### src/rtl/panel_scan_if.sv
`default_nettype none
// ============================================================================
// panel_scan_if
// ----------------------------------------------------------------------------
// Framebuffer display-side read bus.
//   row   : read row (driven by the scanner)
//   col   : read col, col[5] selects lower half, col[4:0] is pixel x
//   red/green/blue : read data, valid the cycle after row/col are presented
// Modports:
//   master : the scanner (drives the address, receives pixel data)
//   slave  : the framebuffer (receives the address, returns pixel data)
// Revision: 1.0 - initial release
// ============================================================================
interface panel_scan_if;
  logic [2:0] row;
  logic [5:0] col;
  logic [7:0] red;
  logic [7:0] green;
  logic [7:0] blue;

  modport master (output row, col, input  red, green, blue);
  modport slave  (input  row, col, output red, green, blue);
endinterface
`default_nettype wire

### src/rtl/panel_scan.sv
`default_nettype none
// ============================================================================
// panel_scan
// ----------------------------------------------------------------------------
// Display-side reader of the double-buffered LED framebuffer. Walks the
// framebuffer row by row, fetches upper/lower half pixels and drives a
// HUB75-style 1/8-scan panel with binary-coded modulation (BCM). Each row is
// shown DEPTH times (one bit plane per pass, LSB first); plane b keeps the
// LEDs on for LSB_HOLD<<b cycles. frame_done pulses once per full frame so
// the update side can swap buffers.
//
// Ports:
//   clk        : system clock, also the framebuffer display clock
//   rst_n      : asynchronous active-low reset
//   enable     : scanning allowed (sampled only when a plane finishes)
//   fb         : framebuffer read bus (master side)
//   r0,g0,b0   : upper-half panel data
//   r1,g1,b1   : lower-half panel data
//   pclk       : panel shift clock (panel samples on rising edge)
//   lat        : panel latch strobe
//   oe_n       : panel output enable, active low
//   a          : panel row select
//   frame_done : one-cycle pulse after the last plane of row 7
//
// Parameters:
//   COLS     : pixels shifted per half-row per plane (1..32)
//   DEPTH    : number of BCM bit planes (1..8)
//   LSB_HOLD : display cycles of plane 0
// Revision: 1.0 - initial release
// ============================================================================
module panel_scan #(
  parameter int COLS     = 32,
  parameter int DEPTH    = 8,
  parameter int LSB_HOLD = 4
) (
  input  logic         clk,
  input  logic         rst_n,
  input  logic         enable,
  panel_scan_if.master fb,
  output logic         r0,
  output logic         g0,
  output logic         b0,
  output logic         r1,
  output logic         g1,
  output logic         b1,
  output logic         pclk,
  output logic         lat,
  output logic         oe_n,
  output logic [2:0]   a,
  output logic         frame_done
);

  localparam int XW       = (COLS  > 1) ? $clog2(COLS)  : 1;
  localparam int PW       = (DEPTH > 1) ? $clog2(DEPTH) : 1;
  localparam int MAX_HOLD = LSB_HOLD << (DEPTH - 1);
  // Sized for the longest plane so the down-counter never overflows.
  localparam int HW       = (MAX_HOLD > 1) ? $clog2(MAX_HOLD + 1) : 1;

  localparam logic [XW-1:0] X_LAST = XW'(COLS - 1);
  localparam logic [PW-1:0] P_LAST = PW'(DEPTH - 1);

  typedef enum logic [2:0] {
    S_IDLE  = 3'd0,
    S_SHIFT = 3'd1,
    S_TAIL  = 3'd2,
    S_LATCH = 3'd3,
    S_SHOW  = 3'd4
  } state_t;

  state_t          state_q;
  logic [1:0]      ph_q;       // pixel phase within SHIFT
  logic [XW-1:0]   x_q;        // pixel x within the half-row
  logic [PW-1:0]   plane_q;    // current BCM bit plane
  logic [2:0]      row_q;      // current scan row
  logic [5:0]      col_q;      // framebuffer read column
  logic            tail_q;     // second TAIL cycle marker
  logic [HW-1:0]   hold_q;     // remaining SHOW cycles minus one
  logic [2:0]      stage_q;    // upper-half bits waiting for the lower half
  logic            r0_q, g0_q, b0_q, r1_q, g1_q, b1_q;
  logic            pclk_q, lat_q, oe_n_q, fd_q;
  logic [2:0]      a_q;

  logic [2:0]      bsel_d;     // bit of the colour word used by this plane
  logic [HW-1:0]   hold_init_d;
  logic [XW-1:0]   x_inc_d;
  logic [PW-1:0]   plane_inc_d;

  always_comb begin
    bsel_d      = 3'(plane_q);
    hold_init_d = HW'((LSB_HOLD << plane_q) - 1);
    x_inc_d     = XW'(x_q + 1'b1);
    plane_inc_d = PW'(plane_q + 1'b1);
  end

  // --------------------------------------------------------------------------
  // Scan FSM. Every output is a register updated here.
  //
  // Pixel x takes four SHIFT cycles:
  //   p0 : col={0,x} on the bus
  //   p1 : col={1,x}; upper pixel data is on the bus -> stage it
  //   p2 : lower pixel data on the bus -> load both halves onto r0..b1
  //   p3 : hold
  // pclk is high during p0/p1 of pixel x+1, so the rising edge comes one
  // cycle after the data change and the falling edge one cycle before the
  // next change. The last pixel is clocked in by the two TAIL cycles.
  // --------------------------------------------------------------------------
  always_ff @(posedge clk or negedge rst_n) begin
    if (!rst_n) begin
      state_q <= S_IDLE;
      ph_q    <= 2'd0;
      x_q     <= '0;
      plane_q <= '0;
      row_q   <= 3'd0;
      col_q   <= 6'd0;
      tail_q  <= 1'b0;
      hold_q  <= '0;
      stage_q <= 3'd0;
      r0_q    <= 1'b0;
      g0_q    <= 1'b0;
      b0_q    <= 1'b0;
      r1_q    <= 1'b0;
      g1_q    <= 1'b0;
      b1_q    <= 1'b0;
      pclk_q  <= 1'b0;
      lat_q   <= 1'b0;
      oe_n_q  <= 1'b1;
      fd_q    <= 1'b0;
      a_q     <= 3'd0;
    end else begin
      fd_q <= 1'b0;
      case (state_q)
        S_IDLE: begin
          oe_n_q <= 1'b1;
          pclk_q <= 1'b0;
          lat_q  <= 1'b0;
          if (enable) begin
            state_q <= S_SHIFT;
            row_q   <= 3'd0;
            plane_q <= '0;
            x_q     <= '0;
            ph_q    <= 2'd0;
            col_q   <= 6'd0;
          end
        end

        S_SHIFT: begin
          case (ph_q)
            2'd0: begin
              // pclk keeps the level set on entry to p0
              ph_q  <= 2'd1;
              col_q <= {1'b1, 5'(x_q)};
            end
            2'd1: begin
              ph_q    <= 2'd2;
              pclk_q  <= 1'b0;
              stage_q <= {fb.red[bsel_d], fb.green[bsel_d], fb.blue[bsel_d]};
            end
            2'd2: begin
              ph_q <= 2'd3;
              {r0_q, g0_q, b0_q} <= stage_q;
              r1_q <= fb.red[bsel_d];
              g1_q <= fb.green[bsel_d];
              b1_q <= fb.blue[bsel_d];
            end
            default: begin
              pclk_q <= 1'b1;
              if (x_q == X_LAST) begin
                state_q <= S_TAIL;
                tail_q  <= 1'b0;
              end else begin
                x_q   <= x_inc_d;
                ph_q  <= 2'd0;
                col_q <= {1'b0, 5'(x_inc_d)};
              end
            end
          endcase
        end

        S_TAIL: begin
          if (!tail_q) begin
            tail_q <= 1'b1;
          end else begin
            state_q <= S_LATCH;
            pclk_q  <= 1'b0;
            lat_q   <= 1'b1;
            // Row select moves only while the LEDs are blanked.
            a_q     <= row_q;
          end
        end

        S_LATCH: begin
          state_q <= S_SHOW;
          lat_q   <= 1'b0;
          oe_n_q  <= 1'b0;
          hold_q  <= hold_init_d;
        end

        S_SHOW: begin
          if (hold_q == '0) begin
            oe_n_q <= 1'b1;
            x_q    <= '0;
            ph_q   <= 2'd0;
            col_q  <= 6'd0;
            if (row_q == 3'd7 && plane_q == P_LAST) begin
              fd_q <= 1'b1;
            end
            if (!enable) begin
              state_q <= S_IDLE;
              row_q   <= 3'd0;
              plane_q <= '0;
            end else begin
              state_q <= S_SHIFT;
              if (plane_q != P_LAST) begin
                plane_q <= plane_inc_d;
              end else begin
                plane_q <= '0;
                row_q   <= row_q + 3'd1;
              end
            end
          end else begin
            hold_q <= hold_q - 1'b1;
          end
        end

        default: begin
          state_q <= S_IDLE;
          oe_n_q  <= 1'b1;
          pclk_q  <= 1'b0;
          lat_q   <= 1'b0;
        end
      endcase
    end
  end

  assign fb.row     = row_q;
  assign fb.col     = col_q;
  assign r0         = r0_q;
  assign g0         = g0_q;
  assign b0         = b0_q;
  assign r1         = r1_q;
  assign g1         = g1_q;
  assign b1         = b1_q;
  assign pclk       = pclk_q;
  assign lat        = lat_q;
  assign oe_n       = oe_n_q;
  assign a          = a_q;
  assign frame_done = fd_q;

endmodule
`default_nettype wire

### src/flat_wrapper.sv
// flat-port wrapper written by rule: the top's interface ports become plain ports
module panel_scan_flat 
#(
  parameter int COLS     = 32,
  parameter int DEPTH    = 8,
  parameter int LSB_HOLD = 4
)
  (clk, rst_n, enable, r0, g0, b0, r1, g1, b1, pclk, lat, oe_n, a, frame_done, fb_row, fb_col, fb_red, fb_green, fb_blue);
  panel_scan_if fb_i ();
  input  logic clk;
  input  logic rst_n;
  input  logic enable;
  output logic r0;
  output logic g0;
  output logic b0;
  output logic r1;
  output logic g1;
  output logic b1;
  output logic pclk;
  output logic lat;
  output logic oe_n;
  output logic [2:0] a;
  output logic frame_done;
  output wire logic [$bits(fb_i.row)-1:0] fb_row;
  output wire logic [$bits(fb_i.col)-1:0] fb_col;
  input wire logic [$bits(fb_i.red)-1:0] fb_red;
  input wire logic [$bits(fb_i.green)-1:0] fb_green;
  input wire logic [$bits(fb_i.blue)-1:0] fb_blue;
  assign fb_row = fb_i.row;
  assign fb_col = fb_i.col;
  assign fb_i.red = fb_red;
  assign fb_i.green = fb_green;
  assign fb_i.blue = fb_blue;
  panel_scan #(.COLS(COLS), .DEPTH(DEPTH), .LSB_HOLD(LSB_HOLD)) u_core (.clk(clk), .rst_n(rst_n), .enable(enable), .fb(fb_i), .r0(r0), .g0(g0), .b0(b0), .r1(r1), .g1(g1), .b1(b1), .pclk(pclk), .lat(lat), .oe_n(oe_n), .a(a), .frame_done(frame_done));
endmodule
### config.mk
export PLATFORM = sky130hd
export DESIGN_NAME = panel_scan_flat
export DESIGN_NICKNAME = d
export VERILOG_FILES = /design/src/rtl/panel_scan_if.sv /design/src/rtl/panel_scan.sv /design/src/flat_wrapper.sv
export SDC_FILE = /design/constraint.sdc
export NUM_CORES = 1
export LEC_CHECK = 0
export CORE_ASPECT_RATIO = 0.6
export CORE_MARGIN = 2
export CORE_UTILIZATION = 55
export CTS_CLUSTER_SIZE = 8
export DETAILED_ROUTE_END_ITERATION = 10
export GPL_ROUTABILITY_DRIVEN = 0
export GPL_TIMING_DRIVEN = 0
export PLACE_DENSITY = 0.82
export SYNTH_ARGS = -nofsm -noshare
export SYNTH_HDL_FRONTEND = slang
export SYNTH_SLANG_ARGS = --single-unit
### constraint.sdc
create_clock -name clk -period 3.4 [get_ports clk]
set_input_delay 0.68 -clock clk [delete_from_list [all_inputs] [get_ports clk]]
set_output_delay 0.68 -clock clk [all_outputs]
set_load 0.02 [all_outputs]
Word-level counts from Yosys, hierarchy flattened. Cells that the tools add are included. Widths: inputs -> output; s select.

Reduce and logical (&&, ||, !) cells: 28. $add $sub $neg: 5. Mux-type cells: 52. Equal/unequal tests: 22. Magnitude comparators: 1. Shift-type cells: 1. Bitwise operators: 3.

Operators with widths (count): $mux 3 (12); $mux 5 (4); $pmux 10 s2 (1); $mux 6 (3); $pmux 6 s3 (1); $pmux 3 s5 (1); $pmux 5 s3 (1); $reduce_and 5->1 (3); $mux 1 (12); $ne 2x2->1 const B (6); $pmux 2 s3 (2); $pmux 3 s2 (2); $pmux 6 s2 (1); $reduce_and 2->1 (6); $logic_not 10->1 (1); $mux 10 (1); $reduce_or 2->1 (5); $shl 3x3->10 const A (1); $sub 10x1->10 const B (1); $sub 10x2->10 const B (1); $bmux 1 s3 (3); $eq 3x3->1 const B (3); $ne 3x3->1 const B (3); $reduce_and 3->1 (3); other kinds (21) (35).

Flip-flop bits (word level): 49. Logic and storage cells: 132.

Logic depth before layout (Yosys ltp). Gate-level depths: netlist of run 1.

Depth after elaboration: 5. Depth in mapped cells: 11. Mapped depth without buffers: 9.

Worst setup path before layout of run 1. Ideal clock, no wire load.

Path type: register -> register. Start point: register u_core.plane_q[0], in the netlist u_core.bsel_d[0]. End point: register u_core.hold_q[8]. Buffers on the path: 2. Arrival time: 2189 ps. Clock period less this slack: 2325 ps. Path slack: 1075 ps. Stages on the path, launching flop included: 12. Data required time: 3264 ps. Cell sequence: dfrtp_1 clkbuf_1 inv_1 ha_1 clkbuf_1 nand2_1 ha_1 nand2b_1 o311ai_0 o31ai_1 a31oi_1 a21oi_1.

Word-level cells in the longest chain between the ends: 3.

Ends and longest elaborated chain: start: declaration (RTL line panel_scan.sv:73) `logic [PW-1:0] plane_q;`; start signal: assignment (RTL line panel_scan.sv:214) `plane_q <= plane_inc_d;`; $shl 3x3->10 (RTL line panel_scan.sv:90) `hold_init_d = HW'((LSB_HOLD << plane_q) - 1);`; $sub 10x2->10 (RTL line panel_scan.sv:90); $pmux 10 s2 (RTL line panel_scan.sv:131) `case (state_q)`; end signal: assignment (RTL line panel_scan.sv:195) `hold_q <= hold_init_d;`; end signal: assignment (RTL line panel_scan.sv:221) `hold_q <= hold_q - 1'b1;`; end: declaration (RTL line panel_scan.sv:77) `logic [HW-1:0] hold_q;`.

Every way passes these cells. A chain may end at the register's enable or synchronous reset.

Final worst setup path of run 1. Ends and elaborated chain as after synthesis.

==> results.md, run 1 <==
* Status: finished, final reports clean
* # rows at 20
* Port Buf Inserts at between 40 and 50
* Max Slew Vio Count at 0
* FF+latch count, synth at slightly below 50
* Compound-Gate Fraction of Synth Area at 16.1%
* Setup bufs post-CTS at 0
* Cts hold-fix bufs at 0
* Layout Nets at just under 400
* Seq/Total Area, Yosys at between 40% and 50%
* Max-cap violation count at 0
* Die area at approximately 6000 um2
* Mapped Nets at about 340
* Multiplexer share of the synthesized area at a little under an eighth
* Post-synth ARST share at 100%
* Crit Path Class: reg2reg
* Cell count after synthesis at around 300
* GRT Residual Overflow at 0
* Area leader, netlist: dfrtp_1
* Syn-to-layout area delta at 23.5%
* CTS H-Tree Depth at 2
* RSZ-0062 raised after global routing: no
* Synth warn at 0
* CP max-delay cell: clkbuf_1
* Top-count cell post-synth: dfrtp_1
* Post-cts sizing count at 0
* Setup TNS Final at 0 ns
* Buf/Inv on CP at 3
* Die Wd at 98.9 um
* Fin cells at ~420
* Post-Synth Adder-Cell Area at ~7.5%
* Clk buf depth at 2
* PD cells at approximately 300 nW/um2
* Vias in the first global route at 2329
* Clock tree sinks at 49
* Worst path cell trace: clkbuf_1 -> inv_1 -> ha_1 -> clkbuf_1 -> nand2_1 -> ha_1 -> nand2b_1 -> o311ai_0 -> o31ai_1 -> a31oi_1 -> a21oi_1
* Avg Cell Area, Syn at around 10 um2
* N_diodes at 0
* Max Clock Freq at about 0.37 GHz
* Initial antenna violation count at 0
* Global Route Usage Sum at approximately 23%
* Hold slack final at approximately 0.33 ns
* Crit-path leading delay family: buffers and inverters
* Worst-margin pin slew at roughly 0.81 ns
* Number of synthesized flops with an enable pin at 0
* HP Class: in2async
* CTS Buf Count at 5
* Crit path launch type: flop
* Filler cell count at 372
* Clk slew on worst S/H paths at roughly 0.10 ns
* WL/cell at approximately 15 um
* Crit. End Element: flop
* Simple-Gate Fraction of Synth Area at approximately 17%
* Combinational family with the most area after synthesis: simple AND/OR/NAND/NOR gates
* Fin crit period at between 2 and 3 ns
* Relative slew slack at between 40 and 50%
* DRC at 0
* Final clock skew at around 0.013 ns
* Routed Antenna Nets at 0
* First-pass GRT wire length at roughly 11000 um
* Drt pass-1 iters at 6
* Starting density of the core at 57.9%
* Die Ht at between 60 and 70 um
* Setup Viol. Count Final at 0
* Top-area cell type share of the netlist area at ~40%
* Io pins at 49
* Primary FF master, synth: dfrtp_1
* Final HPWL DP at 4910 um
* Synth cell types at 55
* Largest net degree at the start of global routing at 27
* Synth Area in XOR/XNOR at ~2.4%
* CTS tree: done
* Final period util at between 70 and 80%
* Max stage delay on crit path at about 0.48 ns
* Core area at 5130 um2
* Crit path required time at about 3.6 ns
* Area contributors post-synth: dfrtp_1 40%, ha_1 7.2%, mux4_2 4.6%
* Worst skew pair latency at between 0.3 and 0.4 ns
* WP data arrival at ~2.8 ns
* Post-Syn Area at a little under 3000 um2
* Initial DRC count at between 200 and 250
* Final wirelength at 6510 um
* Leak at 0.00162 uW
* Layout cells sized above 1 at 11.5%
* Peak supply drop at roughly 0.00021 V
* Dpl cells at a little over 400
* Clock Root Buffer: clkbuf_8
* Via density at slightly below 6
* Most frequent cells after synthesis: 48 x dfrtp_1, 27 x nand2_1, 27 x nor2_1, 19 x a21oi_1
* Vias at 2482
* Final Hold Vio Count at 0
* Crit path max fanout at 9
[logic make-up after synthesis]
family | after synthesis
and+or+nand+nor | 97
AOI/OAI and AO/OA | 72
DFF | 49
buffers and inverters | 29
muxes | 25
adders and majority gates | 18
xor gates and xnor gates | 8
[placed cells by master (no fill, tap or decap), drive strengths merged, types with 3 or more instances in the layout]
cell type,Yosys,layout
nand2b,5,5
o31ai,4,4
nand3,6,6
mux2,12,12
nor3b,4,4
or3,3,3
xor2,3,3
nor4,4,4
mux4,6,6
inv,14,14
clkdlybuf4s50,0,47
nand2,27,27
xnor2,5,5
a21oi,19,19
nor3,4,4
nor2b,4,4
mux2i,7,7
dfrtp,48,48
a22o,7,7
buf,5,7
o2bb2ai,4,4
ha,17,17
clkbuf,10,16
o21ai,22,22
nor2,28,28
a31oi,4,4
[registers in the layout, summed over array words and instances, names as in the netlist, 2 cells and up]
| signal | count |
|---|---|
| u_core.ph_q | 2 |
| u_core.state_q | 3 |
| u_core.stage_q | 3 |
| u_core.fb.row | 3 |
| u_core.a | 3 |
| u_core.x_q | 5 |
| u_core.fb.col | 6 |
| u_core.bsel_d | 3 |
| u_core.hold_q | 10 |
[power by group]
part	switching, uW	internal, uW	total, uW
clock network	204	239	443
registers	2.92	588	591
logic	26.3	41.6	67.8
total	233	869	1100
[layout make-up]
class	count	area (um2)	area share [%]
timing repair buffer	49	495	13.5
clock buffer	6	82.6	2.25
multi-input combinational	220	1610	43.9
clock inverter	2	37.5	1.02
inverter	14	52.6	1.43
tap	66	82.6	2.25
buffer	15	77.6	2.12
sequential	49	1230	33.5
[path summary, 6_finish.rpt]
check / startpoint / endpoint / slack, ns / depth (start not counted)
min in group clk: u_core.stage_q[0] / u_core.stage_q[0] / 0.49 / 2
setup / recovery: u_core.bsel_d[0] / u_core.hold_q[8] / 0.73 / 11
setup reg to reg: u_core.bsel_d[0] / u_core.hold_q[8] / 0.73 / 11
max in group asynchronous: rst_n / u_core.oe_n / 2.47 / 2
hold / removal: rst_n / u_core.pclk / 0.33 / 1
hold reg to reg: u_core.stage_q[0] / u_core.stage_q[0] / 0.49 / 2
[stage by stage]
stage | util, % | instance area [um2] | setup WS (ns) | total power, uW
2_1_floorplan | - | 2970 | 1.07 | 617
4_1_cts | 71.5 | 3670 | 0.708 | 1110
3_3_place_gp | 68.9 | 3530 | 0.222 | 668
6_report | 71.5 | 3670 | 0.730 | 1100
3_5_place_dp | 69.1 | 3550 | 0.728 | 672
5_1_grt | 71.5 | 3670 | 0.464 | 1130
[layer usage]
layer | up-vias | GRT usage [%] | wire length (um)
met2 | 122 | 35.0 | 2810
met3 | 8 | 5.99 | 611
met4 | 0 | 6.07 | 54
li1 | 1181 | - | -
met1 | 1171 | 33.7 | 3030
met5 | - | 0 | 0
(Power assumes the default switching activity.)
==> run 2: changes to the inputs <==
--- a/config.mk
+++ b/config.mk
@@ -7,12 +7,12 @@
 export LEC_CHECK = 0
 export CORE_ASPECT_RATIO = 0.6
 export CORE_MARGIN = 2
-export CORE_UTILIZATION = 55
+export CORE_UTILIZATION = 54
 export CTS_CLUSTER_SIZE = 8
 export DETAILED_ROUTE_END_ITERATION = 10
 export GPL_ROUTABILITY_DRIVEN = 0
 export GPL_TIMING_DRIVEN = 0
-export PLACE_DENSITY = 0.82
+export PLACE_DENSITY = 0.81
 export SYNTH_ARGS = -nofsm -noshare
 export SYNTH_HDL_FRONTEND = slang
 export SYNTH_SLANG_ARGS = --single-unit
==> constraint.sdc (replaced) <==
create_clock -name clk -period 2.6 [get_ports clk]
set_input_delay 0.52 -clock clk [delete_from_list [all_inputs] [get_ports clk]]
set_output_delay 0.52 -clock clk [all_outputs]
set_load 0.02 [all_outputs]
==> run 2 against run 1 <==
Compared with the run above: hold slack got worse by 0.13 ns; wire length rose by 0.21%; global-route usage rose by 0.13 points; register-to-register slack got worse by 0.49 ns; power rose by 30%; final cell count did not move; largest cell class unchanged.
==> results.md, run 2 (synthesized netlist as in run 1, its figures left out) <==
* Dpl cells at 413 (unchanged)
* Fin cells at 421 (unchanged)
* Max-cap violation count at 0 (unchanged)
* Clock Root Buffer: clkbuf_8
* Worst skew pair latency at 0.31 ns (about the same)
* Io pins at 49 (unchanged)
* CTS Buf Count at 5 (unchanged)
* Worst-margin pin slew at 0.778 ns (-0.0281 ns)
* Crit path launch type: flop
* Peak supply drop at 0.000192 V (-10%)
* Most common cell after layout, fill and taps aside: dfrtp_1
* Final Instance Area at 3670 um2 (+0.14%)
* Drt pass-1 iters at 5 (-1)
* Leak at 0.00163 uW (+0.48%)
* Setup Viol. Count Final at 0 (unchanged)
* RSZ-0062 raised after global routing: no
* Via density at 5.78 (-1.9%)
* Setup bufs post-CTS at 0 (unchanged)
* Setup crit end: u_core.hold_q[8]
* Crit. End Element: flop
* Register-to-Register Path Depth at 11 (unchanged)
* Filler cell count at 378 (+1.6%)
* CP startpoint: u_core.bsel_d[0]
* Final wirelength at 6530 um (+0.21%)
* WL/cell at 15.5 um (+0.21%)
* CTS tree: done
* HP Class: in2async
* # rows at 20 (unchanged)
* Starting density of the core at 57.3% (-0.56 points)
* Final clock skew at 0.00733 ns (-0.00615 ns)
* Initial antenna violation count at 0 (unchanged)
* Largest net degree at the start of global routing at 27 (unchanged)
* R2r endpoint: u_core.hold_q[8]
* Max reg flops at 10 (unchanged)
* Vias at 2435 (-1.9%)
* Clk slew on worst S/H paths at 0.09 ns (about the same)
* Routed Antenna Nets at 0 (unchanged)
* Worst reg2reg startpoint: u_core.bsel_d[0]
* Finished Core Util at 70.9% (-0.59 points)
* WP data arrival at 2.53 ns (-0.31 ns)
* Max Slew Vio Count at 0 (unchanged)
* Final Hold Vio Count at 0 (unchanged)
* Global Route Usage Sum at 23.3% (+0.13 points)
* Die Wd at 99.7 um (+0.89%)
* Die area at 6130 um2 (+1.8%)
* Layout cells sized above 1 at 12.1% (+0.56 points)
* Status: finished, final reports clean
* Vias in the first global route at 2329 (unchanged)
* Reg2Reg Setup Slack at 0.24 ns (-0.49 ns)
* PD cells at 391 nW/um2 (+30%)
* Max Clock Freq at 0.424 GHz (+13%)
* Crit path required time at 2.77 ns (-0.80 ns)
* Relative slew slack at 47.9% (+1.9 points)
* First-pass GRT wire length at 10900 um (about the same)
* Crit path max fanout at 9 (unchanged)
* Final period util at 90.7% (+12 points)
* Crit Path Class: reg2reg
* GRT Residual Overflow at 0 (unchanged)
* Top reg by flops: u_core.hold_q
* CTS H-Tree Depth at 2 (unchanged)
* Fin crit period at 2.36 ns (-0.312 ns)
* Port Buf Inserts at 48 (unchanged)
* Layout Nets at 398 (unchanged)
* Final HPWL DP at 4990 um (+1.5%)
* N_diodes at 0 (unchanged)
* Commonest non-fill, non-tap cells in the layout: 48 x dfrtp_1, 47 x clkdlybuf4s50_1, 27 x nand2_1, 27 x nor2_1, 19 x a21oi_1
* Core area at 5180 um2 (+0.98%)
* Clock tree sinks at 49 (unchanged)
* Clk buf depth at 2 (unchanged)
* Post-DP Area at 3550 um2 (unchanged)
* DRC at 0 (unchanged)
* Die Ht at 61.4 um (+0.86%)
* Initial DRC count at 147 (-29%)
* Syn-to-layout area delta at 23.7%
-- run 2: timing repair --
item                       in CTS  in global routing
hold buffers                    0                  0
setup endpoints to repair       1                  1
resized for setup               1                  5
pin swaps                       0                  0
-- run 2: worst min path at each step --
stage	from	to	slack, ns	depth (start not counted)
global placement	u_core.stage_q[2]	u_core.stage_q[2]	0.46	2
finish	rst_n	u_core.a[1]	0.20	1
global route	rst_n	u_core.a[1]	0.24	1
floorplan	rst_n	u_core.a[0]	0.22	0
detailed placement	u_core.stage_q[2]	u_core.stage_q[2]	0.47	2
CTS	rst_n	u_core.a[1]	0.22	1
-- run 2: per-layer routing --
layer | up-vias | track usage [%] | part of all wire, %
met5 | - | 0 | 0
met4 | 0 | 7.44 | 1.1
met3 | 6 | 6.13 | 8.5
met2 | 100 | 36.8 | 42
met1 | 1141 | 32.3 | 48
li1 | 1188 | - | -
-- run 2: through the flow --
stage	setup WS [ns]	total power, uW	hold WS [ns]	TNS, ns
6_report	0.241	1440	0.202	0
4_1_cts	0.0960	1440	0.221	0
5_1_grt	0.00668	1480	0.244	0
3_5_place_dp	-0.0541	878	0.469	-0.0541
3_3_place_gp	-0.426	873	0.461	-20.31
2_1_floorplan	0.275	807	0.224	0
-- run 2: final cells by class --
class | count | area [um2] | area share (%)
clock buffers | 6 | 82.6 | 2.25
well taps | 66 | 82.6 | 2.25
inverters | 14 | 52.6 | 1.43
multi-input cells | 220 | 1610 | 43.9
flip-flops and latches | 49 | 1230 | 33.4
clock inverters | 2 | 37.5 | 1.02
plain buffers | 15 | 82.6 | 2.25
repair buffers | 49 | 495 | 13.5
-- run 2: power breakdown --
| part | internal [uW] | leakage [uW] | total, uW | switching (uW) |
|---|---|---|---|---|
| sequential | 769 | 0.000624 | 772 | 3.44 |
| combinational | 54.2 | 0.000948 | 88.4 | 34.1 |
| clock | 313 | 0.0000574 | 577 | 264 |
| total | 1140 | 0.00163 | 1440 | 302 |
-- run 2: critical path, stage by stage (launching register included) --
cell,delay (ns)
dfrtp_1,0.39
buf_4,0.21
inv_1,0.11
ha_1,0.21
clkbuf_1,0.18
nand2_1,0.12
ha_1,0.20
nand2b_1,0.12
o311ai_0,0.29
o31ai_1,0.15
a31oi_1,0.19
a21oi_1,0.05
==> run 3: changes to the inputs <==
--- a/config.mk
+++ b/config.mk
@@ -8,6 +8,7 @@
 export CORE_ASPECT_RATIO = 0.6
 export CORE_MARGIN = 2
 export CORE_UTILIZATION = 54
+export CTS_CLUSTER_DIAMETER = 60
 export CTS_CLUSTER_SIZE = 8
 export DETAILED_ROUTE_END_ITERATION = 10
 export GPL_ROUTABILITY_DRIVEN = 0
==> results of run 3 <==
Same layout as run 2: the final DEF is identical, and so are final timing and power.
